**config.mk**
```make
export PLATFORM = sky130hd
export DESIGN_NAME = sd_cmd_framer_flat
export DESIGN_NICKNAME = d
export VERILOG_FILES = /design/src/rtl/sd_cmd_pkg.sv /design/src/rtl/sd_cmd_framer_if.sv /design/src/rtl/sd_crc7_serial.sv /design/src/rtl/sd_cmd_framer.sv /design/src/flat_wrapper.sv
export SDC_FILE = /design/constraint.sdc
export NUM_CORES = 1
export LEC_CHECK = 0
export ABC_CLOCK_PERIOD_IN_PS = 2400
export CORE_UTILIZATION = 41
export CTS_BUF_LIST = sky130_fd_sc_hd__clkbuf_16
export DETAILED_ROUTE_END_ITERATION = 6
export PLACE_DENSITY = 0.72
export SYNTH_ARGS = -nofsm -noshare
export SYNTH_HDL_FRONTEND = slang
export SYNTH_SLANG_ARGS = --single-unit
```
**constraint.sdc**
```tcl
create_clock -name CLK -period 2.4 [get_ports CLK]
set_input_delay 0.48 -clock CLK [delete_from_list [all_inputs] [get_ports CLK]]
set_output_delay 0.48 -clock CLK [all_outputs]
set_load 0.05 [all_outputs]
```
**src/rtl/sd_cmd_pkg.sv**
```systemverilog
// Shared types and constants for the SD command framer and its serial CRC7 stage.
package sd_cmd_pkg;

    typedef enum logic [2:0] {
        IDLE = 3'd0,
        PRE  = 3'd1,
        DATA = 3'd2,
        CRC  = 3'd3,
        STOP = 3'd4
    } state_e;

    localparam int         CMD_FRAME_BITS   = 48;
    localparam int         CMD_PAYLOAD_BITS = 40;
    localparam logic [6:0] CRC7_POLY        = 7'h09;

    // One serial step of CRC7 (x^7 + x^3 + 1), MSB-first.
    function automatic logic [6:0] crc7_step(input logic [6:0] crc, input logic b);
        logic fb;
        fb = crc[6] ^ b;
        return {crc[5:0], 1'b0} ^ (fb ? CRC7_POLY : 7'h00);
    endfunction

endpackage

```
**src/rtl/sd_cmd_framer_if.sv**
```systemverilog
// Command request and serial line bundle between the host logic and sd_cmd_framer.
interface sd_cmd_framer_if;

    // A command is taken on a rising edge where CMD_VALID and CMD_READY are both 1;
    // CMD_INDEX/CMD_ARG are sampled only at that edge and may change freely otherwise.
    logic        BIT_EN;
    logic        CMD_VALID;
    logic        CMD_READY;
    logic [5:0]  CMD_INDEX;
    logic [31:0] CMD_ARG;
    logic        CMD_OUT;
    logic        CMD_OE;
    logic        BUSY;
    logic        DONE;

    modport master (
        output BIT_EN, CMD_VALID, CMD_INDEX, CMD_ARG,
        input  CMD_READY, CMD_OUT, CMD_OE, BUSY, DONE
    );

    modport slave (
        input  BIT_EN, CMD_VALID, CMD_INDEX, CMD_ARG,
        output CMD_READY, CMD_OUT, CMD_OE, BUSY, DONE
    );

endinterface

```
**src/rtl/sd_crc7_serial.sv**
```systemverilog
// Serial CRC7 generator: one bit per enabled cycle, synchronous clear has priority.
module sd_crc7_serial
    import sd_cmd_pkg::*;
(
    input  logic       clk_i,
    input  logic       rst_ni,
    input  logic       clr_i,
    input  logic       en_i,
    input  logic       bit_i,
    output logic [6:0] crc_o
);

    logic [6:0] crc_q, crc_d;

    always_comb begin
        crc_d = crc_q;
        if (clr_i) begin
            crc_d = 7'h00;
        end else if (en_i) begin
            crc_d = crc7_step(crc_q, bit_i);
        end
    end

    always_ff @(posedge clk_i or negedge rst_ni) begin
        if (!rst_ni) begin
            crc_q <= 7'h00;
        end else begin
            crc_q <= crc_d;
        end
    end

    assign crc_o = crc_q;

endmodule

```
**src/rtl/sd_cmd_framer.sv**
```systemverilog
// SD command-line transmitter: start/tx bits, index, argument, CRC7, end bit, MSB first.
// Optional idle-high preamble before the start bit is enabled by SD_CMD_PREAMBLE_EN.
module sd_cmd_framer
    import sd_cmd_pkg::*;
#(
    parameter int NCC_CYCLES = 8
) (
    input  logic               CLK,
    input  logic               RST_N,
    sd_cmd_framer_if.slave     bus,
    output state_e             dbg_state_o
);

    state_e                      state_q, state_d;
    logic [CMD_PAYLOAD_BITS-1:0] shift_q, shift_d;
    logic [5:0]                  cnt_q, cnt_d;
    logic                        ready_q;
    logic                        done_q;
    logic                        crc_clr;
    logic                        crc_en;
    logic [6:0]                  crc;
    logic [2:0]                  crc_sel;
    logic                        accept;

`ifdef SD_CMD_PREAMBLE_EN
    localparam int             PRE_W    = (NCC_CYCLES > 0) ? $clog2(NCC_CYCLES + 1) : 1;
    localparam logic [PRE_W-1:0] PRE_LAST = PRE_W'(NCC_CYCLES - 1);
    logic [PRE_W-1:0]            pre_q, pre_d;
`else
    logic                        unused_ncc;
    assign unused_ncc = (NCC_CYCLES != 0);
`endif

    assign accept = bus.CMD_VALID & ready_q;

    always_comb begin
        state_d = state_q;
        shift_d = shift_q;
        cnt_d   = cnt_q;
        crc_clr = 1'b0;
        crc_en  = 1'b0;
`ifdef SD_CMD_PREAMBLE_EN
        pre_d   = pre_q;
`endif
        case (state_q)
            IDLE: begin
                // BIT_EN is deliberately not looked at here: the accept cycle never consumes a strobe.
                if (accept) begin
                    shift_d = {1'b0, 1'b1, bus.CMD_INDEX, bus.CMD_ARG};
                    cnt_d   = 6'd0;
                    crc_clr = 1'b1;
`ifdef SD_CMD_PREAMBLE_EN
                    pre_d   = '0;
                    state_d = (NCC_CYCLES == 0) ? DATA : PRE;
`else
                    state_d = DATA;
`endif
                end
            end
`ifdef SD_CMD_PREAMBLE_EN
            PRE: begin
                if (bus.BIT_EN) begin
                    pre_d = pre_q + 1'b1;
                    if (pre_q == PRE_LAST) begin
                        state_d = DATA;
                    end
                end
            end
`endif
            DATA: begin
                if (bus.BIT_EN) begin
                    crc_en  = 1'b1;
                    shift_d = {shift_q[CMD_PAYLOAD_BITS-2:0], 1'b0};
                    if (cnt_q == 6'(CMD_PAYLOAD_BITS - 1)) begin
                        cnt_d   = 6'd0;
                        state_d = CRC;
                    end else begin
                        cnt_d = cnt_q + 6'd1;
                    end
                end
            end
            CRC: begin
                if (bus.BIT_EN) begin
                    if (cnt_q == 6'd6) begin
                        cnt_d   = 6'd0;
                        state_d = STOP;
                    end else begin
                        cnt_d = cnt_q + 6'd1;
                    end
                end
            end
            STOP: begin
                if (bus.BIT_EN) begin
                    state_d = IDLE;
                end
            end
            default: begin
                state_d = IDLE;
            end
        endcase
    end

    always_ff @(posedge CLK or negedge RST_N) begin
        if (!RST_N) begin
            state_q <= IDLE;
            shift_q <= '0;
            cnt_q   <= 6'd0;
            ready_q <= 1'b0;
            done_q  <= 1'b0;
`ifdef SD_CMD_PREAMBLE_EN
            pre_q   <= '0;
`endif
        end else begin
            state_q <= state_d;
            shift_q <= shift_d;
            cnt_q   <= cnt_d;
            // Ready tracks the next state so it rises together with DONE, allowing back-to-back frames.
            ready_q <= (state_d == IDLE);
            done_q  <= (state_q == STOP) && bus.BIT_EN;
`ifdef SD_CMD_PREAMBLE_EN
            pre_q   <= pre_d;
`endif
        end
    end

    sd_crc7_serial u_crc (
        .clk_i  (CLK),
        .rst_ni (RST_N),
        .clr_i  (crc_clr),
        .en_i   (crc_en),
        .bit_i  (shift_q[CMD_PAYLOAD_BITS-1]),
        .crc_o  (crc)
    );

    assign crc_sel = 3'd6 - cnt_q[2:0];

    always_comb begin
        bus.CMD_OUT = 1'b1;
        case (state_q)
            DATA:    bus.CMD_OUT = shift_q[CMD_PAYLOAD_BITS-1];
            CRC:     bus.CMD_OUT = crc[crc_sel];
            default: bus.CMD_OUT = 1'b1;
        endcase
    end

    assign bus.CMD_OE    = (state_q != IDLE);
    assign bus.BUSY      = (state_q != IDLE);
    assign bus.CMD_READY = ready_q;
    assign bus.DONE      = done_q;
    assign dbg_state_o   = state_q;

endmodule

```
**src/flat_wrapper.sv**
```systemverilog
// flat-port wrapper written by rule: the top's interface ports become plain ports
module sd_cmd_framer_flat import sd_cmd_pkg::*;
#(
    parameter int NCC_CYCLES = 8
)
  (CLK, RST_N, dbg_state_o, bus_BIT_EN, bus_CMD_VALID, bus_CMD_INDEX, bus_CMD_ARG, bus_CMD_READY, bus_CMD_OUT, bus_CMD_OE, bus_BUSY, bus_DONE);
  sd_cmd_framer_if bus_i ();
  input  logic CLK;
  input  logic RST_N;
  output state_e dbg_state_o;
  input wire logic [$bits(bus_i.BIT_EN)-1:0] bus_BIT_EN;
  input wire logic [$bits(bus_i.CMD_VALID)-1:0] bus_CMD_VALID;
  input wire logic [$bits(bus_i.CMD_INDEX)-1:0] bus_CMD_INDEX;
  input wire logic [$bits(bus_i.CMD_ARG)-1:0] bus_CMD_ARG;
  output wire logic [$bits(bus_i.CMD_READY)-1:0] bus_CMD_READY;
  output wire logic [$bits(bus_i.CMD_OUT)-1:0] bus_CMD_OUT;
  output wire logic [$bits(bus_i.CMD_OE)-1:0] bus_CMD_OE;
  output wire logic [$bits(bus_i.BUSY)-1:0] bus_BUSY;
  output wire logic [$bits(bus_i.DONE)-1:0] bus_DONE;
  assign bus_i.BIT_EN = bus_BIT_EN;
  assign bus_i.CMD_VALID = bus_CMD_VALID;
  assign bus_i.CMD_INDEX = bus_CMD_INDEX;
  assign bus_i.CMD_ARG = bus_CMD_ARG;
  assign bus_CMD_READY = bus_i.CMD_READY;
  assign bus_CMD_OUT = bus_i.CMD_OUT;
  assign bus_CMD_OE = bus_i.CMD_OE;
  assign bus_BUSY = bus_i.BUSY;
  assign bus_DONE = bus_i.DONE;
  sd_cmd_framer #(.NCC_CYCLES(NCC_CYCLES)) u_core (.CLK(CLK), .RST_N(RST_N), .bus(bus_i), .dbg_state_o(dbg_state_o));
endmodule
```
## Yosys cells after proc, flatten, opt, wreduce, memory -nomap -nowiden

Cells that the tools add are included.

| word-level totals | value |
|---|---|
| output and inout bits | 8 |
| register bits | 58 |
| logic and storage cells | 55 |

| operators by class | value |
|---|---|
| bitwise logic cells | 3 |
| order comparisons | 1 |
| add/sub/neg operators | 2 |
| equality and inequality tests | 8 |
| reductions and logical operators | 9 |
| multiplexer cells | 26 |

Operators with widths:

| kind | number |
|---|---|
| two-way mux 40 bit | 2 |
| case mux 40 bit (2 select lines) | 1 |
| two-way mux 6 bit | 5 |
| two-way mux 3 bit | 6 |
| case mux 6 bit (3 select lines) | 1 |
| two-way mux 7 bit | 2 |
| case mux 3 bit (4 select lines) | 1 |
| XOR 7 x 4 -> 7 bit | 1 |
| adder 6 x 1 -> 6 bit, second input constant | 1 |
| equality test 3 x 2 -> 1 bit, second input constant | 2 |
| equality test 6 x 3 -> 1 bit, second input constant | 1 |
| equality test 6 bit, second input constant | 1 |
| logical NOT 3 bit | 2 |
| nonzero test 3 bit | 2 |
| two-way mux 1 bit | 5 |
| < comparator 3 x 4 -> 1 bit, second input constant | 1 |
| two-way mux 4 bit | 1 |
| != test 2 bit, second input constant | 2 |
| AND reduction 4 bit | 1 |
| nonzero test 2 bit | 2 |
| binary-select mux 1 bit (select 3 bit) | 1 |
| equality test 3 bit, second input constant | 1 |
| AND reduction 3 bit | 1 |
| subtractor 3 bit, first input constant | 1 |
| 5 further kinds | 5 |

## Logic depth before layout (Yosys ltp)

Gate-level depths: netlist of run 1.

| depth | value |
|---|---|
| depth after elaboration | 5 |
| depth in mapped cells | 7 |
| gate-level depth less buffers | 6 |

## By module

From an unflattened synthesis of run 1, not the netlist that was laid out.

| unflattened totals | value |
|---|---|
| cell total of the unflattened synthesis | 276 |
| area, all modules | 2896.5 µm² |

By module, submodules not included:

| module | instances | cells an instance | seq. area each (µm²) | area each (µm²) |
|---|---|---|---|---|
| sd_cmd_framer | 1 | 248 | 1276.2 | 2576.2 |
| sd_crc7_serial | 1 | 28 | 175.2 | 320.3 |

## Worst setup path before layout of run 1

Ideal clock, no wire load.

| timing | value |
|---|---|
| kind | register -> output |
| from | register u_core.cnt_q[1] |
| to | output bus_CMD_OUT |
| arrival time | 1.872 ns |
| buffers on the path | 0 |
| cell stages (with the launch flop) | 6 |
| setup slack | 0.048 ns |
| path through | dfrtp_1 ha_1 xnor2_1 mux4_2 a21o_1 nand2_1 |

| between the ends | value |
|---|---|
| word-level cells in the longest chain between the ends | 4 |

Ends and longest elaborated chain:

| item | RTL line | source |
|---|---|---|
| start, declared | sd_cmd_framer.sv:16 | `logic [5:0] cnt_q, cnt_d;` |
| start signal, assigned | sd_cmd_framer.sv:116 | `cnt_q <= cnt_d;` |
| subtractor 3 bit | sd_cmd_framer.sv:135 | `assign crc_sel = 3'd6 - cnt_q[2:0];` |
| binary-select mux 1 bit (select 3 bit) | sd_cmd_framer.sv:141 | `CRC: bus.CMD_OUT = crc[crc_sel];` |
| two-way mux 1 bit (not written as such) | sd_cmd_framer.sv:141 |  |
| case mux 1 bit (2 select lines) | sd_cmd_framer.sv:139 | `case (state_q)` |
| end, declared | flat_wrapper.sv:16 | `output wire logic [$bits(bus_i.CMD_OUT)-1:0] bus_CMD_OUT;` |

No other way between the ends. The select of a mux whose other input is x is not followed.

## Final worst setup path of run 1

Same ends and word-level chain as after synthesis.

==> results of run 1 <==
## kinds of logic after synthesis
kind of cell | Yosys count | share of synthesized area
AO/OA/AOI/OAI | 66 | 0.127
XOR/XNOR | 3 | 0.00927
adder cells (fa/ha/maj) | 2 | 0.00882
buffers and inverters | 23 | 0.0446
flip-flops | 58 | 0.512
multiplexers | 41 | 0.149
AND/OR/NAND/NOR | 91 | 0.150
## routing by layer
| metal | global-route usage | wire length (µm) | vias up |
|---|---|---|---|
| met5 | 0 | 0 | - |
| met4 | 0.0786 | 79 | 0 |
| met3 | 0.0379 | 299 | 9 |
| met2 | 0.274 | 2760 | 58 |
| met1 | 0.213 | 2630 | 1035 |
| li1 | - | - | 1099 |
## where the power goes
part | leakage, nW | switching, W | internal, W | total (W)
clock network | 0.154 | 0.000420 | 0.000895 | 0.00132
registers | 0.645 | 0.000265 | 0.00137 | 0.00163
logic | 0.963 | 0.000727 | 0.000721 | 0.00145
total | 1.76 | 0.00141 | 0.00298 | 0.00439
## timing repair
item	4_1_cts	5_1_grt
pin swaps	4	0
gates resized for setup	5	0
endpoints found under the setup margin	3	1
buffers inserted	2	0
hold buffers	0	0
## cell type report
cell class	count	area, µm²
flip-flops and latches	58	1450
clock inverters	7	85.1
well taps	77	96.3
inverters	3	11.3
repair buffers	64	643
fillers	549	2700
multi-input cells	203	1280
clock buffers	9	225
## critical path: stages (launching register included)
cell and delay [ns]:
dfrtp_1 0.38, ha_2 0.21, xnor2_2 0.15, mux4_2 0.51, a21o_1 0.17, nand2_2 0.09
buf_12 0.14
## metrics by stage
stage	TNS, ns	setup slack [ns]	power (W)
6_report	-0.0433	-0.0433	0.00439
3_3_place_gp	0	0.155	0.00301
4_1_cts	-0.0619	-0.0619	0.00444
5_1_grt	-0.117	-0.117	0.00468
2_1_floorplan	0	0.0484	0.00265
3_5_place_dp	0	0.126	0.00307
## cell usage in the layout (no fill, tap or decap), types with 2 or more instances in the layout
| cell type | Yosys | final |
|---|---|---|
| dfrtp_1 | 58 | 58 |
| and3_1 | 4 | 4 |
| clkdlybuf4s50_1 | 0 | 45 |
| and3b_1 | 2 | 2 |
| nand3_1 | 4 | 4 |
| inv_1 | 3 | 4 |
| o21ai_1 | 2 | 2 |
| nor2_1 | 41 | 41 |
| o31ai_1 | 4 | 4 |
| buf_12 | 0 | 4 |
| o22ai_1 | 3 | 3 |
| a21o_1 | 3 | 3 |
| nand2b_1 | 2 | 2 |
| o21ai_0 | 10 | 10 |
| dlygate4sd2_1 | 0 | 2 |
| a21oi_1 | 41 | 41 |
| buf_4 | 7 | 12 |
| nand2_1 | 27 | 26 |
| bufinv_16 | 0 | 2 |
| clkinv_2 | 0 | 2 |
| clkbuf_16 | 0 | 9 |
| nand4bb_1 | 2 | 2 |
| mux2i_1 | 40 | 40 |
## flip-flops by register name (all words and copies together), names as in the netlist
| name | cells |
|---|---|
| u_core.bus.CMD_READY | 1 |
| u_core.bus.DONE | 1 |
| u_core.shift_q | 40 |
| u_core.cnt_q | 6 |
| u_core.u_crc.crc_o | 7 |
| u_core.dbg_state_o | 3 |
## how the worst min path moves through the flow
stage / slack, ns / startpoint / to
after floorplan: 0.18 / RST_N / u_core.bus.CMD_READY
after global placement: 0.46 / u_core.shift_q[37] / u_core.shift_q[38]
after detailed placement: 0.47 / u_core.shift_q[37] / u_core.shift_q[38]
after CTS: 0.19 / RST_N / u_core.cnt_q[5]
after global routing: 0.22 / RST_N / u_core.cnt_q[5]
final: 0.18 / RST_N / u_core.cnt_q[5]
==> impl_metrics.py, run 1 <==
metrics = {
    "drt": {
        "wl_per_cell_um": 13.7,
        "drt_iter0_drc": 102,
        "drc": 0,
        "dr.pass1.iters": 4,
        "vias": 2201,
        "ant_nets": 0,
        "viasPerCell": 5.23,
        "routed_wl_um": 5770,
    },
    "yosys": {
        "synth.most_common_cell": "dfrtp_1",
        "synth_commonest_cells": "dfrtp_1 (58), a21oi_1 (41), nor2_1 (41)",
        "netlist_area_mm2": 0.00284,
        "avgSynthCellArea_um2": 9.99,
        "synth-edff-count": 0,
        "yosys_register_bits": 58,
        "synth.top_cell.area_share": 0.512,
        "syn_inst": 284,
        "synth_async_sr_flop_share": 1.00,
        "yosys.area.top_type": "dfrtp_1",
        "synth.net_count": 328,
        "ys_types": 36,
        "ys.flop_type": "dfrtp_1",
        "yosysSeqAreaShare": 0.512,
        "yosys-top-cells-area": "dfrtp_1 (51%), mux2i_1 (14%), a21oi_1 (7.2%)",
        "yosysWarnings": 0,
    },
    "timing": {
        "slew_headroom": 0.581,
        "tightest_slew_ns": 0.626,
        "finalMaxSlewViolations": 0,
        "period_share": 1.02,
        "setup_ws_ns": -0.0433,
        "setup_violations": 1,
        "period_needed_ns": 2.44,
        "skew_ns": 0.00522,
        "hold_viol_final": 0,
        "max_freq_mhz": 409,
        "hold_ws_ns": 0.176,
        "grt_setup_unrepaired": "true",
    },
    "cells_and_area": {
        "design_area_mm2": 0.00380,
        "utilization": 0.585,
        "drive_above_1_share": 0.110,
        "n_antenna_cell": 0,
        "area_growth_syn_to_layout_pct": 33.9,
        "nNetsFinal": 383,
        "final_cells": 421,
    },
    "flow_run": {
        "drv_cap": 0,
    },
    "critical_path": {
        "arrival_ns": 1.96,
        "rr_worst_depth": 5,
        "crit_path_end": "bus_CMD_OUT",
        "worstSetupStartpoint": "u_core.cnt_q[1]",
        "critical_path_class": "reg2out",
        "cp-start-kind": "flip-flop",
        "critical_path.max_fanout": 2,
        "required_ns": 1.92,
        "ff2ff_setup_slack_ns": 0.43,
        "r2r-start": "u_core.dbg_state_o[1]",
        "end_kind": "primary output",
        "rr_endpoint": "u_core.shift_q[33]",
    },
    "clock_network": {
        "cts-htree-levels": 3,
        "tritoncts.num_buffers": 9,
        "cts_tree": "done",
        "clk_path_buf_depth": 2,
        "cts-root-buf": "clkbuf_16",
        "path_clk_slew_ns": 0.05,
        "clk_latency_ns": 0.32,
        "clkSinkCount": 58,
    },
    "placed_design": {
        "io_buffers": 49,
        "gp_congestion": 0.813,
        "postPlaceCellArea_mm2": 0.00346,
        "dpl.hpwl_um": 3940,
        "numPlacedInstances": 403,
    },
    "power_and_ir_drop": {
        "p_leak_nw": 1.76,
        "ir_drop_v": 0.000633,
        "power_density_mw_per_mm2": 1160,
    },
    "global_routing": {
        "first_global_vias": 2125,
        "grt_max_degree": 34,
        "grt_pass1_wl_um": 9550,
        "grt-ovfl-total": 0,
        "antenna_found_initial": 0,
        "grt_usage": 0.168,
    },
    "status": {
        "status": "finished, violations left",
        "violations": "negative setup slack",
    },
    "floorplan": {
        "rows": 29,
        "core_mm2": 0.00649,
        "initial_core_util": 0.437,
        "ios": 50,
        "dieArea_mm2": 0.00725,
        "die_w_um": 85.2,
        "floorplan.die.height_um": 85.2,
    },
    "worst_hold_path": {
        "hold_class": "in2async",
    },
}
(Power assumes the default switching activity.)
==> inputs of run 2 (changes only) <==
Settings changed: GPL_TIMING_DRIVEN from default to 0, REMOVE_ABC_BUFFERS from default to 1.
==> run 2 against run 1 <==
  * The flow still finishes with violations (negative setup slack)
  * Power rose by 0.37%
  * Clock skew rose by 0.0033 ns
  * Sequential share of layout area rose by 0.20 points
  * Global-route usage rose by 1.3 points
  * Largest power group unchanged
  * Highest routed layer unchanged
==> impl_metrics.py, run 2 (synthesis results as in run 1) <==
metrics = {
    "critical_path": {
        "cpPeakStageDelay_ns": 0.51,
        "arrival_ns": 2.01,
        "end_kind": "primary output",
        "critical_path.max_fanout": 2,
        "cp-start-kind": "flip-flop",
        "crit_path_cell_trace": "ha_4, xnor2_2, mux4_2, a21o_1, nand2_1, buf_6",
        "rr_worst_depth": 6,
        "rr_endpoint": "u_core.shift_q[33]",
        "slowest_stage": "mux4_2",
        "ff2ff_setup_slack_ns": 0.23,
        "required_ns": 1.92,
        "critical_path_class": "reg2out",
        "r2r-start": "u_core.dbg_state_o[0]",
    },
    "floorplan": {
        "initial_core_util": 0.437,
        "dieArea_mm2": 0.00725,
        "floorplan.die.height_um": 85.2,
        "die_w_um": 85.2,
        "ios": 50,
        "rows": 29,
        "core_mm2": 0.00649,
    },
    "drt": {
        "ant_nets": 0,
        "viasPerCell": 5.33,
        "vias": 2205,
        "wl_per_cell_um": 14.0,
        "drt_iter0_drc": 123,
        "drc": 0,
        "routed_wl_um": 5800,
        "dr.pass1.iters": 4,
    },
    "clock_network": {
        "cts_hold_buf": 0,
        "tritoncts.num_buffers": 9,
        "cts_tree": "done",
        "clk_path_buf_depth": 2,
        "clkSinkCount": 58,
        "cts-htree-levels": 3,
        "clk_latency_ns": 0.33,
        "path_clk_slew_ns": 0.05,
        "cts-root-buf": "clkbuf_16",
    },
    "timing": {
        "tightest_slew_ns": 0.789,
        "fin_tns_setup_ns": -0.0944,
        "finalMaxSlewViolations": 0,
        "setup_violations": 1,
        "max_freq_mhz": 401,
        "period_needed_ns": 2.49,
        "setup_ws_ns": -0.0944,
        "hold_ws_ns": 0.222,
        "period_share": 1.04,
        "grt_setup_unrepaired": "true",
        "skew_ns": 0.00851,
        "hold_viol_final": 0,
        "slew_headroom": 0.474,
    },
    "cells_and_area": {
        "fillers": 543,
        "mostFrequentLayoutCells": "dfrtp_1 (57), clkdlybuf4s50_1 (45), nor2_1 (41), a21oi_1 (41), mux2i_1 (40)",
        "largest_reg_flops": 40,
        "nNetsFinal": 376,
        "drive_above_1_share": 0.0920,
        "n_antenna_cell": 0,
        "utilization": 0.582,
        "mostFrequentLayoutCell": "dfrtp_1",
        "area_growth_syn_to_layout_pct": 33.3,
        "design_area_mm2": 0.00378,
        "largest-register": "u_core.shift_q",
    },
    "global_routing": {
        "grt_max_degree": 42,
        "antenna_found_initial": 0,
        "first_global_vias": 2238,
        "grt_usage": 0.181,
        "grt-ovfl-total": 0,
        "grt_pass1_wl_um": 10100,
    },
    "power_and_ir_drop": {
        "total_power_w": 0.00441,
        "ir_drop_v": 0.000479,
        "p_leak_nw": 1.75,
        "power_density_mw_per_mm2": 1170,
    },
    "placed_design": {
        "gp_congestion": 0.838,
        "io_buffers": 49,
        "postPlaceCellArea_mm2": 0.00343,
        "dpl.hpwl_um": 3920,
    },
    "worst_hold_path": {
        "hold_class": "in2async",
    },
    "status": {
        "status": "finished, violations left",
        "violations": "negative setup slack",
    },
    "flow_run": {
        "drv_cap": 0,
    },
}
==> run 2: how the worst max path moves through the flow <==
| stage | startpoint | cells after the start | end |
|---|---|---|---|
| after detailed placement | u_core.cnt_q[0] | 6 | bus_CMD_OUT |
| after global placement | u_core.dbg_state_o[0] | 4 | u_core.u_crc.crc_o[0] |
| after floorplan | u_core.dbg_state_o[1] | 4 | u_core.u_crc.crc_o[0] |
| final | u_core.cnt_q[0] | 6 | bus_CMD_OUT |
| after global routing | u_core.cnt_q[0] | 6 | bus_CMD_OUT |
| after CTS | u_core.cnt_q[0] | 6 | bus_CMD_OUT |
==> run 2: repair_timing <==
| action | in CTS | in global routing |
|---|---|---|
| gates resized for setup | 13 | 0 |
| endpoints found under the hold margin | 0 | 0 |
| endpoints found under the setup margin | 3 | 15 |
| cloned | 0 | 0 |
| buffers inserted | 2 | 1 |
| pin swaps | 3 | 1 |
==> run 2: final cells by class <==
type	instances	area [µm²]	area share
sequential	58	1450	0.384
multi-input combinational	203	1290	0.342
timing repair buffer	57	617	0.163
clock buffer	9	225	0.0596
tap	77	96.3	0.0255
clock inverter	7	86.3	0.0228
inverter	3	11.3	0.00298
==> run 2: per-stage QoR <==
step                      std cells  setup slack [ns]
after floorplan                 264             -1.14
after global placement          390             -1.62
after detailed placement        395            -0.729
after CTS                       413            -0.105
after global routing            414            -0.173
final                           414           -0.0944
==> run 2: power breakdown <==
group | switching (W) | total [W] | internal (W)
combinational | 0.000723 | 0.00143 | 0.000711
clock | 0.000436 | 0.00133 | 0.000897
sequential | 0.000276 | 0.00164 | 0.00137
==> run 2: critical path, delay by kind of cell, from the launching register on <==
family | cells | cell delay [ns]
buffers and inverters | 1 | 0.16
adders and majority gates | 1 | 0.17
and+or+nand+nor | 1 | 0.09
muxes | 1 | 0.51
DFF | 1 | 0.42
xor gates and xnor gates | 1 | 0.16
AOI/OAI and AO/OA | 1 | 0.19
==> run 2: per-layer routing <==
metal	track usage	up-vias	routed length [µm]
li1	-	1094	-
met1	0.224	1043	2570
met2	0.300	58	2800
met3	0.0360	10	315
met4	0.0971	0	112
met5	0	-	0
==> inputs of run 3 (changes only) <==
Settings changed: HOLD_SLACK_MARGIN from default to 0.08.
==> results of run 3 <==
Final layout, timing and power as in run 2 (identical DEF).
